File: src/rtl/bist_pkg.sv
// ---------------------------------------------------------------------------
// bist_pkg
// Shared types and helpers for the BIST sequencer:
//   - bist_state_e   : sequencer states
//   - DEF_*          : default polynomials and seed for the 18-in/19-out CUT
//   - lfsr_next()    : one Fibonacci shift-left step with XOR feedback
//   - misr_next()    : one LFSR step with parallel data folded in
// The helpers work on a MAX_W-wide container plus an explicit width so one
// function body serves every register width; callers zero-extend their
// operands and keep the low bits of the result.
// ---------------------------------------------------------------------------
package bist_pkg;

    typedef enum logic [1:0] {
        IDLE,
        INIT,
        RUN,
        DONE
    } bist_state_e;

    localparam int MAX_W = 64;

    localparam logic [17:0] DEF_LFSR_POLY = 18'h20400;
    localparam logic [17:0] DEF_LFSR_SEED = 18'h00001;
    localparam logic [18:0] DEF_MISR_POLY = 19'h40023;

    function automatic logic [MAX_W-1:0] width_mask(input int width);
        logic [MAX_W-1:0] m;
        if (width >= MAX_W) m = '1;
        else                m = (64'd1 << width) - 64'd1;
        return m;
    endfunction

    function automatic logic [MAX_W-1:0] lfsr_next(
        input logic [MAX_W-1:0] value,
        input logic [MAX_W-1:0] poly,
        input int               width
    );
        logic [MAX_W-1:0] v;
        v = value & width_mask(width);
        return {v[MAX_W-2:0], ^(v & poly)} & width_mask(width);
    endfunction

    function automatic logic [MAX_W-1:0] misr_next(
        input logic [MAX_W-1:0] value,
        input logic [MAX_W-1:0] poly,
        input logic [MAX_W-1:0] data,
        input int               width
    );
        return lfsr_next(value, poly, width) ^ (data & width_mask(width));
    endfunction

endpackage

File: src/rtl/bist_lfsr.sv
// ---------------------------------------------------------------------------
// bist_lfsr
// Generic shift register used both as the pattern LFSR and as the MISR.
// Ports:
//   clk, rst_n : clock, asynchronous active-low reset (loads INIT_VAL)
//   load       : synchronous reload to INIT_VAL (highest priority)
//   shr        : logical shift right by one, zero fill at the MSB
//   en         : advance one LFSR/MISR step
//   compress   : 1 = fold din into the step (MISR), 0 = plain LFSR
//   din        : parallel data compressed when compress=1
//   q          : register contents
//   nxt        : value q would take on an enabled step
// ---------------------------------------------------------------------------
module bist_lfsr
    import bist_pkg::*;
#(
    parameter int           W        = 18,
    parameter logic [W-1:0] POLY     = '0,
    parameter logic [W-1:0] INIT_VAL = '0
) (
    input  logic         clk,
    input  logic         rst_n,
    input  logic         load,
    input  logic         shr,
    input  logic         en,
    input  logic         compress,
    input  logic [W-1:0] din,
    output logic [W-1:0] q,
    output logic [W-1:0] nxt
);

    logic [MAX_W-1:0] step_ext;
    logic             unused_hi;

    always_comb begin
        step_ext = '0;
        if (compress)
            step_ext = misr_next({{(MAX_W-W){1'b0}}, q}, {{(MAX_W-W){1'b0}}, POLY},
                                 {{(MAX_W-W){1'b0}}, din}, W);
        else
            step_ext = lfsr_next({{(MAX_W-W){1'b0}}, q}, {{(MAX_W-W){1'b0}}, POLY}, W);
    end

    assign nxt       = step_ext[W-1:0];
    assign unused_hi = ^step_ext[MAX_W-1:W];

    always_ff @(posedge clk or negedge rst_n) begin
        if (!rst_n)    q <= INIT_VAL;
        else if (load) q <= INIT_VAL;
        else if (shr)  q <= {1'b0, q[W-1:1]};
        else if (en)   q <= nxt;
    end

endmodule

File: src/rtl/bist_seq_ctrl.sv
// ---------------------------------------------------------------------------
// bist_seq_ctrl
// BIST sequencer for one CUT: clears the CUT through its synchronous-clear
// input, applies NUM_PAT LFSR patterns, compacts the responses in a MISR and
// compares the final signature with GOLDEN_SIG.
// Ports:
//   CK, RN     : clock, asynchronous active-low reset
//   start      : launch request (honoured in IDLE and DONE)
//   cut_in     : vector driven into the CUT
//   cut_out    : CUT response, compacted while in RUN
//   busy       : INIT or RUN
//   done       : DONE state
//   pass       : final signature matched GOLDEN_SIG (valid with done)
//   signature  : MISR contents
//   sig_shift  : (BIST_SIG_SHIFT_EN) shift MISR right while in DONE
//   sig_sout   : (BIST_SIG_SHIFT_EN) serial signature, LSB first
// Build option: define BIST_SIG_SHIFT_EN to add the serial signature
// readout; without it the MISR is frozen in DONE.
// ---------------------------------------------------------------------------
module bist_seq_ctrl
    import bist_pkg::*;
#(
    parameter int                 NUM_IN      = 18,
    parameter int                 NUM_OUT     = 19,
    parameter logic [NUM_IN-1:0]  LFSR_POLY   = DEF_LFSR_POLY,
    parameter logic [NUM_IN-1:0]  LFSR_SEED   = DEF_LFSR_SEED,
    parameter logic [NUM_OUT-1:0] MISR_POLY   = DEF_MISR_POLY,
    parameter int                 RST_BIT     = 17,
    parameter int                 INIT_CYCLES = 2,
    parameter int                 NUM_PAT     = 1000,
    parameter logic [NUM_OUT-1:0] GOLDEN_SIG  = '0
) (
    input  logic               CK,
    input  logic               RN,
    input  logic               start,
`ifdef BIST_SIG_SHIFT_EN
    input  logic               sig_shift,
    output logic               sig_sout,
`endif
    output logic [NUM_IN-1:0]  cut_in,
    input  logic [NUM_OUT-1:0] cut_out,
    output logic               busy,
    output logic               done,
    output logic               pass,
    output logic [NUM_OUT-1:0] signature
);

    localparam int ICW = $clog2(INIT_CYCLES + 1);
    localparam int PCW = $clog2(NUM_PAT + 1);

    bist_state_e        state, state_nxt;
    logic [ICW-1:0]     init_cnt;
    logic [PCW-1:0]     pat_cnt;
    logic               reload, step_en, last_pat, misr_shr;
    logic [NUM_IN-1:0]  lfsr_q, lfsr_nxt_unused;
    logic [NUM_OUT-1:0] misr_q, misr_nxt;

    always_ff @(posedge CK or negedge RN) begin
        if (!RN) state <= IDLE;
        else     state <= state_nxt;
    end

    always_comb begin
        state_nxt = state;
        reload    = 1'b0;
        step_en   = 1'b0;
        last_pat  = 1'b0;
        busy      = 1'b0;
        done      = 1'b0;
        cut_in    = '0;
        case (state)
            IDLE: begin
                if (start) begin
                    state_nxt = INIT;
                    reload    = 1'b1;
                end
            end
            INIT: begin
                busy            = 1'b1;
                cut_in[RST_BIT] = 1'b1;
                if (init_cnt == ICW'(INIT_CYCLES - 1)) state_nxt = RUN;
            end
            RUN: begin
                busy            = 1'b1;
                step_en         = 1'b1;
                cut_in          = lfsr_q;
                // The clear input must stay low while patterns are applied.
                cut_in[RST_BIT] = 1'b0;
                if (pat_cnt == PCW'(NUM_PAT - 1)) begin
                    last_pat  = 1'b1;
                    state_nxt = DONE;
                end
            end
            DONE: begin
                done = 1'b1;
                if (start) begin
                    state_nxt = INIT;
                    reload    = 1'b1;
                end
            end
            default: state_nxt = IDLE;
        endcase
    end

    always_ff @(posedge CK or negedge RN) begin
        if (!RN) begin
            init_cnt <= '0;
            pat_cnt  <= '0;
            pass     <= 1'b0;
        end else if (reload) begin
            init_cnt <= '0;
            pat_cnt  <= '0;
            pass     <= 1'b0;
        end else begin
            if (state == INIT) init_cnt <= init_cnt + ICW'(1);
            if (state == RUN)  pat_cnt  <= pat_cnt + PCW'(1);
            // Compare against the value being captured on this edge.
            if (last_pat)      pass     <= (misr_nxt == GOLDEN_SIG);
        end
    end

`ifdef BIST_SIG_SHIFT_EN
    assign misr_shr = (state == DONE) && sig_shift;
    assign sig_sout = misr_q[0];
`else
    assign misr_shr = 1'b0;
`endif

    bist_lfsr #(
        .W        (NUM_IN),
        .POLY     (LFSR_POLY),
        .INIT_VAL (LFSR_SEED)
    ) u_lfsr (
        .clk      (CK),
        .rst_n    (RN),
        .load     (reload),
        .shr      (1'b0),
        .en       (step_en),
        .compress (1'b0),
        .din      ('0),
        .q        (lfsr_q),
        .nxt      (lfsr_nxt_unused)
    );

    bist_lfsr #(
        .W        (NUM_OUT),
        .POLY     (MISR_POLY),
        .INIT_VAL ('0)
    ) u_misr (
        .clk      (CK),
        .rst_n    (RN),
        .load     (reload),
        .shr      (misr_shr),
        .en       (step_en),
        .compress (1'b1),
        .din      (cut_out),
        .q        (misr_q),
        .nxt      (misr_nxt)
    );

    assign signature = misr_q;

endmodule
File: config.mk
export PLATFORM = sky130hd
export DESIGN_NAME = bist_seq_ctrl
export DESIGN_NICKNAME = d
export VERILOG_FILES = /design/src/rtl/bist_pkg.sv /design/src/rtl/bist_lfsr.sv /design/src/rtl/bist_seq_ctrl.sv
export SDC_FILE = /design/constraint.sdc
export NUM_CORES = 1
export LEC_CHECK = 0
export ABC_AREA = 1
export CORE_MARGIN = 2
export CORE_UTILIZATION = 40
export CTS_CLUSTER_DIAMETER = 40
export DETAILED_ROUTE_END_ITERATION = 12
export PLACE_DENSITY_LB_ADDON = 0.05
export SYNTH_ARGS = -nofsm -noshare
export SYNTH_HDL_FRONTEND = slang
export SYNTH_HIERARCHICAL = 1
export SYNTH_SLANG_ARGS = --single-unit
File: constraint.sdc
create_clock -name CK -period 5.65 [get_ports CK]
set_clock_uncertainty 0.1 [all_clocks]
set_input_delay 1.13 -clock CK [delete_from_list [all_inputs] [get_ports CK]]
set_output_delay 1.13 -clock CK [all_outputs]
set_load 0.02 [all_outputs]
Word level (Yosys, flattened, before mapping)
Index checks and enable logic that the tools add are counted.
Storage, ports and cells
  bits in registers: 52
  output and inout bits: 40
  word-level logic and storage cells: 51
Cells by class
  add/subtract/negate cells: 2
  eq/ne operators: 8
  mux-type cells: 23
  bitwise operators: 1
  reductions and logical operators: 11
Operator list (number)
  XOR reduction 64 bit: 2
  2-to-1 mux 19 bit: 2
  2-to-1 mux 18 bit: 2
  2-to-1 mux 10 bit: 2
  zero test 19 bit: 1
  XOR 19 bit: 1
  2-to-1 mux 17 bit: 1
  adder 10 x 1 -> 10 bit (second input constant): 1
  equality test 10 bit (second input constant): 1
  2-to-1 mux 1 bit: 10
  2-to-1 mux 2 bit: 5
  nonzero test 2 bit: 4
  case mux 2 bit (3 select lines): 1
  equality test 2 x 1 -> 1 bit (second input constant): 2
  equality test 2 bit (second input constant): 2
  inequality test 2 bit (second input constant): 2
  OR reduction 2 bit: 2
  AND reduction 3 bit: 1
  adder 2 x 1 -> 2 bit (second input constant): 1
  zero test 2 bit: 1
  inequality test 2 x 1 -> 1 bit (second input constant): 1

Longest topological paths before layout
  depth after elaboration: 5
  depth in mapped cells: 13

Hierarchy
Netlist, hierarchy kept.
Modules (own cells, without submodules)
  bist_lfsr (u_lfsr): instances 1, cells each 188, area each 1300.0 um^2, sequential area each 451.7 um^2
  bist_lfsr (u_misr): instances 1, cells each 163, area each 1296.2 um^2, sequential area each 475.5 um^2
  bist_seq_ctrl: instances 1, cells each 161, area each 1042.2 um^2, sequential area each 375.4 um^2

Least setup slack after synthesis
Ideal clock, no wire load.
  path type: register -> output
  start point: reg state[0]
  end point: out cut_in[10]
  data arrival time: 1.244 ns
  data required time: 4.420 ns
  path slack: 3.176 ns
  cell stages (with the launch flop): 6
  buffers on the path: 1
  cells stage by stage: dfrtp_1 > inv_1 > ha_1 > clkbuf_1 > nand2_1 > inv_1
Between the ends
  longest elaborated chain between the ends: 2
Ends and longest elaborated chain
  start, declared: line bist_seq_ctrl.sv:51  | bist_state_e state, state_nxt;
  start signal, assigned: line bist_seq_ctrl.sv:60  | else state <= state_nxt;
  equality test 2 bit: line bist_seq_ctrl.sv:71  | case (state)
  2-to-1 mux 17 bit: line bist_seq_ctrl.sv:71
  end, declared: line bist_seq_ctrl.sv:40  | output logic [NUM_IN-1:0] cut_in,
Every way passes these cells.

Worst setup path after layout
  start point: reg state[0]
  end point: out cut_in[3]
The elaborated chain is that of the path after synthesis.

==> flow_summary.ini <==
[synth]
synthesis.instances = 493
syn-cell-area_um2 = 3570
yosysWarnings = 6
syn_area_per_cell_um2 = 7.24

[floorplanning]
num_rows = 34
die_y_um = 98.4
die-area_um2 = 9690
start_util = 0.411
pin_count = 62
core_area_um2 = 8680
die_w_um = 98.4

[global_route]
grt_antenna_before_repair = 0
grt_max_degree = 53
grt_pass1_vias = 3039
grt_first_pass_wirelength_um = 14100
grt_remaining_overflow = 0
grt.total_usage = 0.175

[clocking]
cts_setup_buffers = 0
clk_pin_slew_ns = 0.09
cts.path.max_buffers = 2
cts.sinks = 52
root_buffer = clkbuf_8
cts_resized = 0
cts_made_buffers = 5
cts_hold_buf = 0
h-tree-depth = 2
clkLatencyLatePin_ns = 0.30
cts_tree = yes

[route]
wl_met3_um = 301
route.met2.wl_um = 3720
drtIter0Drc = 89
route.detailed.drc = 0
vias = 3167
wl_per_cell_um = 12.1
vias_per_cell = 4.68
wirelength_met1_um = 4050
drt-total-wl_um = 8210
routed.top_layer = met4
first_pass_iters = 5
ant_nets = 0

[cells_and_area]
fin_cells = 677
seq_area_um2 = 1300
diodes = 0
area_growth_pct = 22.1
layout-drive-gt1-share = 0.0685
fillers = 880
multi_input_area_um2 = 1950
final_nets = 596

[sta]
setup_viol = 0
tns_ns = 0
drv_slew = 0
timing.slew.headroom = 0.370
post-route-period-util = 0.642
tightest_slew_ns = 0.945
hold_violations = 0
fmax_mhz = 276
rsz0062_at_grt = false
period_minus_slack_ns = 3.63

[placed_design]
gp_congestion = 0.811
dp.cells = 669
hpwl_um = 5700
io_buffers = 61

[job]
max_cap_viol_count = 0

[power_and_ir_drop]
p_leak_nw = 2.15
power.density_nw_per_um2 = 489
ir_drop_mv = 0.183

[worst_setup_path]
crit_arrival_ns = 2.40
path_cells = inv_1 > ha_1 > nand2_1 > inv_1 > clkdlybuf4s50_1
crit_slowest_cell = ha_1
path_class = reg2out
crit_path_start_kind = register
critPathMaxFanout = 28
cp.buffers_inverters = 3
cpLargestDelayFamily = buffers and inverters
crit_top_cell = inv_1
slowest_delay_ns = 0.77
end_kind = primary output
worstPathRequired_ns = 4.42

[hold_path]
hp-class = reg2reg

[status]
status = complete, no violations
## routing by layer
layer	track usage	vias up
li1	-	1636
met2	0.293	64
met1	0.235	1456
met3	0.0248	11
met4	0.0537	0
met5	0	-
## cell usage in the layout, fill, tap and decap left out
| cell type | instances |
|---|---|
| clkinv_1 | 1 |
| xnor2_1 | 1 |
| nand3b_1 | 2 |
| a21oi_2 | 18 |
| nand3_1 | 14 |
| clkbuf_1 | 2 |
| inv_1 | 70 |
| nand2_4 | 2 |
| buf_4 | 1 |
| a21oi_1 | 17 |
| nand2_8 | 2 |
| o21bai_1 | 1 |
| nor3_1 | 2 |
| nor2_8 | 1 |
| nor2_4 | 2 |
| conb_1 | 25 |
| ha_1 | 6 |
| clkbuf_8 | 6 |
| dfstp_2 | 1 |
| clkdlybuf4s50_1 | 60 |
| o21ai_0 | 32 |
| a211oi_1 | 1 |
| nand2_2 | 3 |
| buf_2 | 1 |
| o211ai_1 | 2 |
| nor2_2 | 2 |
| nor2_1 | 41 |
| xor2_1 | 35 |
| o21ai_1 | 13 |
| o22ai_1 | 1 |
| dfrtp_1 | 51 |
| nand2_1 | 153 |
## area by class of cell
cell class,instances,area share
Clock buffer,8,0.0207
Multi-Input combinational cell,376,0.447
Sequential cell,52,0.299
Timing Repair Buffer,62,0.141
Tap cell,108,0.0310
Inverter,71,0.0612
## tightest hold or removal path: stages, from the launching register on
cell and delay, ns:
dfrtp_1 0.38, nand2_1 0.06, nand2_1 0.05
## through the flow
step | cell area (µm²) | worst slack, ns | util | power (W) | hold slack, ns
5_1_grt | 4360 | 1.75 | 0.502 | 0.00233 | 0.452
6_report | 4360 | 2.02 | 0.502 | 0.00213 | 0.424
2_1_floorplan | 3650 | 3.18 | - | 0.00155 | 0.377
3_3_place_gp | 4270 | 2.32 | 0.491 | 0.00190 | 0.403
4_1_cts | 4360 | 1.97 | 0.502 | 0.00214 | 0.429
3_5_place_dp | 4270 | 2.27 | 0.491 | 0.00191 | 0.407
## where the power goes
group          internal [W]  switching [W]  total, W
Combinational      0.000493       0.000761   0.00125
Clock              0.000100       0.000123  0.000223
Sequential         0.000520       0.000132  0.000653
Total               0.00111        0.00102   0.00213
## state kept, by name, indices dropped and copies added (netlist names)
register,cells
init_cnt,2
pass,1
pat_cnt,10
state,2
u_lfsr/q,18
u_misr/q,19
## final timing paths
path	startpoint	end	slack (ns)	cells past startpoint
max in group asynchronous	RN	pat_cnt[1]$_DFFE_PN0P_	4.15	2
setup reg to reg	state[0]$_DFFE_PN0P_	u_misr/q[13]$_DFFE_PN0P_	3.14	8
hold / removal	pass$_DFFE_PN0P_	pass$_DFFE_PN0P_	0.42	2
min in group asynchronous	RN	u_misr/q[6]$_DFFE_PN0P_	0.85	2
hold reg to reg	pass$_DFFE_PN0P_	pass$_DFFE_PN0P_	0.42	2
setup / recovery	state[0]$_DFFE_PN0P_	cut_in[3]	2.02	5
No activity file was read; power rests on OpenSTA's default activity.
